### config.mk
export PLATFORM = sky130hd
export DESIGN_NAME = minmax_seq_ctrl
export DESIGN_NICKNAME = d
export VERILOG_FILES = /design/src/rtl/minmax_seq_ctrl.sv
export SDC_FILE = /design/constraint.sdc
export NUM_CORES = 1
export LEC_CHECK = 0
export CAP_MARGIN = 0
export CORE_UTILIZATION = 49
export DETAILED_ROUTE_END_ITERATION = 6
export HOLD_SLACK_MARGIN = 0.12
export PLACE_DENSITY = 0.87
export SLEW_MARGIN = 30
export SYNTH_ARGS = -nofsm -noshare
export SYNTH_HDL_FRONTEND = slang
export SYNTH_SLANG_ARGS = --single-unit
### constraint.sdc
create_clock -name clk -period 2.3 [get_ports clk]
set_input_delay 0.46 -clock clk [delete_from_list [all_inputs] [get_ports clk]]
set_output_delay 0.46 -clock clk [all_outputs]
set_load 0.01 [all_outputs]
### src/rtl/minmax_seq_ctrl.sv
// minmax_seq_ctrl: finds the max and min of a burst of COUNT unsigned samples by
// time-multiplexing one external magnitude comparator. Each later sample is compared
// against the running max, then against the running min. The comparator results alone
// decide the updates. All outputs come straight from flops.
module minmax_seq_ctrl #(
  parameter int WIDTH = 4,
  parameter int COUNT = 8,
  parameter int CNT_W = 4
) (
  input  logic             clk,
  input  logic             rst,
  input  logic             start,
  input  logic             in_valid,
  input  logic [WIDTH-1:0] in_data,
  output logic             in_ready,
  output logic [WIDTH-1:0] comp_a,
  output logic [WIDTH-1:0] comp_b,
  input  logic             altb,
  input  logic             agtb,
  input  logic             aeqb,
  output logic [WIDTH-1:0] max_out,
  output logic [WIDTH-1:0] min_out,
  output logic [CNT_W-1:0] sample_cnt,
  output logic             busy,
  output logic             done,
  output logic             cmp_err
);

  typedef enum logic [2:0] {
    S_IDLE    = 3'd0,
    S_WAIT_IN = 3'd1,
    S_CMP_MAX = 3'd2,
    S_CMP_MIN = 3'd3,
    S_DONE    = 3'd4
  } state_t;

  localparam logic [CNT_W-1:0] COUNT_C = CNT_W'(COUNT);

  // A healthy comparator asserts exactly one of its three result lines.
  function automatic logic is_onehot3(input logic [2:0] v);
    logic r;
    case (v)
      3'b001, 3'b010, 3'b100: r = 1'b1;
      default:                r = 1'b0;
    endcase
    return r;
  endfunction

  state_t           state_q, state_d;
  logic             in_ready_q, in_ready_d;
  logic             busy_q, busy_d;
  logic             done_q, done_d;
  logic             cmp_err_q, cmp_err_d;
  logic [WIDTH-1:0] max_out_q, max_out_d;
  logic [WIDTH-1:0] min_out_q, min_out_d;
  logic [WIDTH-1:0] sample_reg_q, sample_reg_d;
  logic [WIDTH-1:0] comp_a_q, comp_a_d;
  logic [WIDTH-1:0] comp_b_q, comp_b_d;
  logic [CNT_W-1:0] sample_cnt_q, sample_cnt_d;
  logic             accept_s;
  logic             res_ok_s;

  assign accept_s = in_valid & in_ready_q;
  assign res_ok_s = is_onehot3({altb, agtb, aeqb});

  // Next-state and datapath updates; output flops are loaded from the next state so
  // that they line up with the state they describe.
  always_comb begin
    state_d      = state_q;
    cmp_err_d    = cmp_err_q;
    max_out_d    = max_out_q;
    min_out_d    = min_out_q;
    sample_reg_d = sample_reg_q;
    sample_cnt_d = sample_cnt_q;

    case (state_q)
      S_IDLE: begin
        if (start) begin
          state_d      = S_WAIT_IN;
          sample_cnt_d = '0;
          cmp_err_d    = 1'b0;
        end else begin
          state_d = S_IDLE;
        end
      end
      S_WAIT_IN: begin
        if (accept_s) begin
          if (sample_cnt_q == '0) begin
            max_out_d    = in_data;
            min_out_d    = in_data;
            sample_cnt_d = CNT_W'(1);
            state_d      = (COUNT == 1) ? S_DONE : S_WAIT_IN;
          end else begin
            sample_reg_d = in_data;
            sample_cnt_d = sample_cnt_q + CNT_W'(1);
            state_d      = S_CMP_MAX;
          end
        end else begin
          state_d = S_WAIT_IN;
        end
      end
      S_CMP_MAX: begin
        if (agtb) begin
          max_out_d = sample_reg_q;
        end else begin
          max_out_d = max_out_q;
        end
        if (!res_ok_s) begin
          cmp_err_d = 1'b1;
        end else begin
          cmp_err_d = cmp_err_q;
        end
        state_d = S_CMP_MIN;
      end
      S_CMP_MIN: begin
        if (altb) begin
          min_out_d = sample_reg_q;
        end else begin
          min_out_d = min_out_q;
        end
        if (!res_ok_s) begin
          cmp_err_d = 1'b1;
        end else begin
          cmp_err_d = cmp_err_q;
        end
        if (sample_cnt_q == COUNT_C) begin
          state_d = S_DONE;
        end else begin
          state_d = S_WAIT_IN;
        end
      end
      S_DONE: begin
        state_d = S_IDLE;
      end
      default: begin
        state_d = S_IDLE;
      end
    endcase
  end

  // Output flop inputs decoded from the state being entered.
  always_comb begin
    in_ready_d = (state_d == S_WAIT_IN);
    busy_d     = (state_d == S_WAIT_IN) || (state_d == S_CMP_MAX) || (state_d == S_CMP_MIN);
    done_d     = (state_d == S_DONE);
    comp_a_d   = comp_a_q;
    comp_b_d   = comp_b_q;
    case (state_d)
      S_CMP_MAX: begin
        comp_a_d = sample_reg_d;
        comp_b_d = max_out_d;
      end
      S_CMP_MIN: begin
        comp_a_d = sample_reg_d;
        comp_b_d = min_out_d;
      end
      default: begin
        comp_a_d = comp_a_q;
        comp_b_d = comp_b_q;
      end
    endcase
  end

  // State and output registers with synchronous reset; reset abandons any burst.
  always_ff @(posedge clk) begin
    if (rst) begin
      state_q      <= S_IDLE;
      in_ready_q   <= 1'b0;
      busy_q       <= 1'b0;
      done_q       <= 1'b0;
      cmp_err_q    <= 1'b0;
      max_out_q    <= '0;
      min_out_q    <= '0;
      sample_reg_q <= '0;
      comp_a_q     <= '0;
      comp_b_q     <= '0;
      sample_cnt_q <= '0;
    end else begin
      state_q      <= state_d;
      in_ready_q   <= in_ready_d;
      busy_q       <= busy_d;
      done_q       <= done_d;
      cmp_err_q    <= cmp_err_d;
      max_out_q    <= max_out_d;
      min_out_q    <= min_out_d;
      sample_reg_q <= sample_reg_d;
      comp_a_q     <= comp_a_d;
      comp_b_q     <= comp_b_d;
      sample_cnt_q <= sample_cnt_d;
    end
  end

  assign in_ready   = in_ready_q;
  assign busy       = busy_q;
  assign done       = done_q;
  assign cmp_err    = cmp_err_q;
  assign max_out    = max_out_q;
  assign min_out    = min_out_q;
  assign comp_a     = comp_a_q;
  assign comp_b     = comp_b_q;
  assign sample_cnt = sample_cnt_q;

endmodule

* After elaboration in Yosys (flattened, before gate mapping) *
Index checks and enable logic that the tools add are counted.

word-level totals
  register bits after elaboration = 31
  output and inout port bits = 24

operators by class
  add/sub/neg operators = 1
  equal/unequal tests = 14
  multiplexer cells = 25
  bitwise operators = 1
  reduce and logical (&&, ||, !) cells = 12

operators by type and width
  operator                                             number
  2-to-1 mux 4 bit                                     12
  case mux 4 bit (2 select lines)                      4
  equality test 3 x 2 -> 1 bit, second input constant  5
  case mux 3 bit (4 select lines)                      1
  equality test 3 x 1 -> 1 bit, second input constant  3
  equality test 3 bit, second input constant           2
  2-to-1 mux 3 bit                                     2
  != test 2 bit, second input constant                 3
  AND reduction 3 bit                                  2
  nonzero test 2 bit                                   3
  adder 4 x 1 -> 4 bit, second input constant          1
  equality test 4 bit, second input constant           1
  zero test 4 bit                                      1
  2-to-1 mux 1 bit                                     4
  OR reduction 2 bit                                   2
  zero test 3 bit                                      1
  OR reduction 3 bit                                   1
  logical OR 1 bit                                     2
  2-to-1 mux 2 bit                                     1
  case mux 1 bit (2 select lines)                      1
  AND 1 bit                                            1

* Depth between registers and ports, before layout *
  depth in word-level cells = 7
  mapped depth = 8
  mapped depth without buffers = 6

* Worst setup path before layout *
No wires, ideal clock.

  path type = register to register
  start point = reg sample_cnt_q[0], in the netlist sample_cnt[0]
  end point = reg comp_b_q[2], in the netlist comp_b[2]
  arrival time = 1.779 ns
  path slack = 0.399 ns
  cell stages (with the launch flop) = 7
  buffers on the path = 0
  period minus slack after synthesis = 1.901 ns
  cell sequence = dfxtp_1 > inv_1 > ha_1 > nor3b_2 > and3_1 > a221o_1 > a221o_1

on the way
  word-level cells in the longest chain between the ends = 6

ends and longest elaborated chain
  item                                                                          RTL line  source
  from (decl)                                                                   59        logic [CNT_W-1:0] sample_cnt_q, sample_cnt_d;
  from (signal assigned)                                                        189       sample_cnt_q <= sample_cnt_d;
  zero test 4 bit                                                               88        if (sample_cnt_q == '0) begin
  2-to-1 mux 2 bit                                                              88
  2-to-1 mux 3 bit                                                              87        if (accept_s) begin
  case mux 3 bit (4 select lines)                                               76        case (state_q)
  equality test 3 x 2 -> 1 bit                                                  148       case (state_d)
  case mux 4 bit (2 select lines) / nonzero test 2 bit (equally long branches)  n/a
  to (signal assigned)                                                          188       comp_b_q <= comp_b_d;
  to (decl)                                                                     58        logic [WIDTH-1:0] comp_b_q, comp_b_d;

Several ways; a longest one is shown, not always the timed one.
A chain may end at the register's enable or synchronous reset.

* Worst setup path in the final report *
Ends and elaborated chain as after synthesis.

==> metrics <==
status=completed; Detailed Place HPWL=2.74 mm; Mapped Area=roughly 1500 um^2; DR pass1 iterations=4; Root Buffer=clkbuf_4; Max Slew Vio Count=0; initial core utilization=51.1%; largest net degree at the start of global routing=23; RSZ-0062 raised after global routing=false; # rows=20; fin crit share=a little over four fifths; reg-to-reg startpoint=sample_cnt[0]$_SDFFE_PP0P_; port bufs=34; crit path cell chain=inv_1, ha_1, nor3b_2, and3_1, a221o_1, a221o_1; clock buffer depth=2; Setup violations, final=0; post_cts resized=0; Warnings, synthesis=0; cells after synthesis=about 180; vias in the first global route=1370; first-pass GRT wire length=around 6.2 mm; Clock Skew=0.00753 ns; clock sink total=31; cts hold-fix bufs=0; total power=between 1000 and 1500 uW; FF-to-FF path depth=6; Fillers=232; Peak VDD IR=0.310 mV; PD cells=about 510 nW/um^2; Synth area leaders=dfxtp_1 (40%), a21oi_1 (5.2%), nand2_1 (4.9%), a221o_1 (3.2%), mux2_2 (2.9%); area grow syn2layout=32.8%; CP Launch Type=flop; Crit. End Element=flop; Core Area=3030 um^2; Req. time, crit path=between 2 and 3 ns; Final min period=1.93 ns; clk_lat worst skew=about 0.35 ns; I/O pin cnt=35; clk slew on worst S/H paths=0.09 ns; FF+latch count, synth=31; slowest CP cell=dfxtp_1; LEAKAGE=~0.00078 uW; Mean Syn Cell Area=8.54 um^2; WL per Instance=14.1 um; hold path startpoint=comp_b[0]$_SDFFE_PP0P_; H-tree lvl count=2; total track usage=between 20 and 25%; crit path DAT=between 2 and 2.5 ns; area leader, netlist=dfxtp_1; TritonCTS Buffers=5; internal reg-to-reg setup slack=around 0.37 ns; Max-Slew Margin vs Limit=~64%; hold worst-path end=comp_b[0]$_SDFFE_PP0P_; final wirelength=approximately 3.8 mm; CTS tree=done; Final Net Count=about 240; Max Freq=between 500 and 600 MHz; post-synthesis sequential area ratio=between 40% and 50%; Worst Hold Depth=2; setup bufs post-CTS=0; Final Cell Area=~2100 um^2; reg2reg end=comp_b[2]$_SDFFE_PP0P_; initial antenna violation count=0; Place WS=between 0.1 and 0.15 ns; antenna viol nets, final=0; setup TNS=0 ns; Die Wd=~58 um; violation count after the first detailed-route iteration=57; die area=about 3400 um^2; Hold Fails Final Rpt=0; Synth Flop Type=dfxtp_1; Worst path max stage delay=around 0.43 ns; RD Place Congestion=roughly 0.85; Synth cell types=48; vias per std cell=~5.7; Die Y=about 58 um; Setup CP Type=flop to flop; share of post-route cells with drive strength above 1=11.7%; antenna diode count=0; setup ws final=between 0.3 and 0.4 ns; DRC=0; final hold slack=0.463 ns; Post-synth EDFFs=0; vias=around 1500; Worst Max-Slew Pin Slew=approximately 0.54 ns; max_cap viols=0; share of flip-flops with an asynchronous set or reset=0%; Syn Nets=about 190; Synth top area share=between 40% and 50%; crit-path max FO=6; commonest non-fill, non-tap cell in the layout=clkdlybuf4s50_1; total gr overflow=0; HP Class=flop to flop; area post-placement=1990 um^2; most frequent cells in the layout=clkdlybuf4s50_1 (34), dfxtp_1 (31), nand2_1 (20); most used cell, CP=a221o_1
[cell type report]
cell class / count / area, um^2 / area share [%]
Clock buffer: 8 / 68.8 / 3.35
Inverter: 4 / 15.0 / 0.731
Multi-Input combinational cell: 133 / 857 / 41.7
Sequential cell: 31 / 621 / 30.2
Tap cell: 44 / 55.1 / 2.68
Timing Repair Buffer: 47 / 438 / 21.3
[critical path, delay by kind of cell, from the launching register on]
family,cells,cell delay [ns]
buffers and inverters,1,0.08
flip-flops,1,0.43
adder cells (fa/ha/maj),1,0.21
AND/OR/NAND/NOR,2,0.41
AO/OA/AOI/OAI,2,0.70
[flip-flops by register name, indices dropped and copies added, names as in the netlist]
| name | cells |
|---|---|
| max_out | 4 |
| busy | 1 |
| sample_cnt | 4 |
| cmp_err | 1 |
| done | 1 |
| in_ready | 1 |
| min_out | 4 |
| comp_a | 4 |
| comp_b | 4 |
| state_q | 3 |
| sample_reg_q | 4 |
[report_power, final]
| part | internal (uW) | switching [uW] | total, uW |
|---|---|---|---|
| combinational | 61.2 | 60.8 | 122 |
| sequential | 545 | 8.18 | 553 |
| clock | 180 | 189 | 368 |
[layer usage]
| layer | GRT usage [%] | vias to the layer above | routed length (um) |
|---|---|---|---|
| li1 | - | 748 | - |
| met3 | 7.81 | 10 | 237 |
| met2 | 36.9 | 47 | 1700 |
| met4 | 12.9 | 0 | 90 |
| met1 | 32.1 | 711 | 1750 |
| met5 | 0 | - | 0 |
[kinds of logic after synthesis]
family | Yosys count | synth area share (%)
adder cells (fa/ha/maj) | 2 | 1.62
multiplexers | 5 | 3.56
AND/OR/NAND/NOR | 69 | 24.8
flip-flops | 31 | 40.1
AO/OA/AOI/OAI | 56 | 24.9
XOR/XNOR | 1 | 0.566
buffers and inverters | 17 | 4.45
[how the worst max path moves through the flow]
| stage | startpoint | end | slack [ns] | cells after the start |
|---|---|---|---|---|
| floorplan | sample_cnt[0]$_SDFFE_PP0P_ | comp_b[2]$_SDFFE_PP0P_ | 0.40 | 6 |
| global placement | in_valid | comp_b[2]$_SDFFE_PP0P_ | 0.13 | 5 |
| detailed placement | in_valid | comp_b[2]$_SDFFE_PP0P_ | 0.11 | 5 |
| CTS | sample_cnt[0]$_SDFFE_PP0P_ | comp_b[2]$_SDFFE_PP0P_ | 0.37 | 6 |
| global route | sample_cnt[0]$_SDFFE_PP0P_ | comp_b[2]$_SDFFE_PP0P_ | 0.26 | 6 |
| finish | sample_cnt[0]$_SDFFE_PP0P_ | comp_b[2]$_SDFFE_PP0P_ | 0.37 | 6 |
[Yosys cell counts, drive strengths merged (2+ instances only)]
cell and instances:
nor2 7, a41oi 2, a31oi 3, ha 2, a21oi 16, o21ba 2, a221oi 2, o21ai 9
mux2 4, and3b 2, nor3 5, dfxtp 31, nand2b 5, a21boi 2, nor3b 3, nor2b 7
clkbuf 8, nand2 20, o22ai 2, and2 2, nand3 6, a221o 5, inv 4, a22oi 3
buf 5, and3 6
[metrics by stage]
stage	util [%]	std cells
final	67.9	267
after global routing	67.9	267
after CTS	67.9	267
after detailed placement	65.6	259
after global placement	65.6	259
after floorplan	-	181
Note: power is estimated with default switching activity, not from simulation.
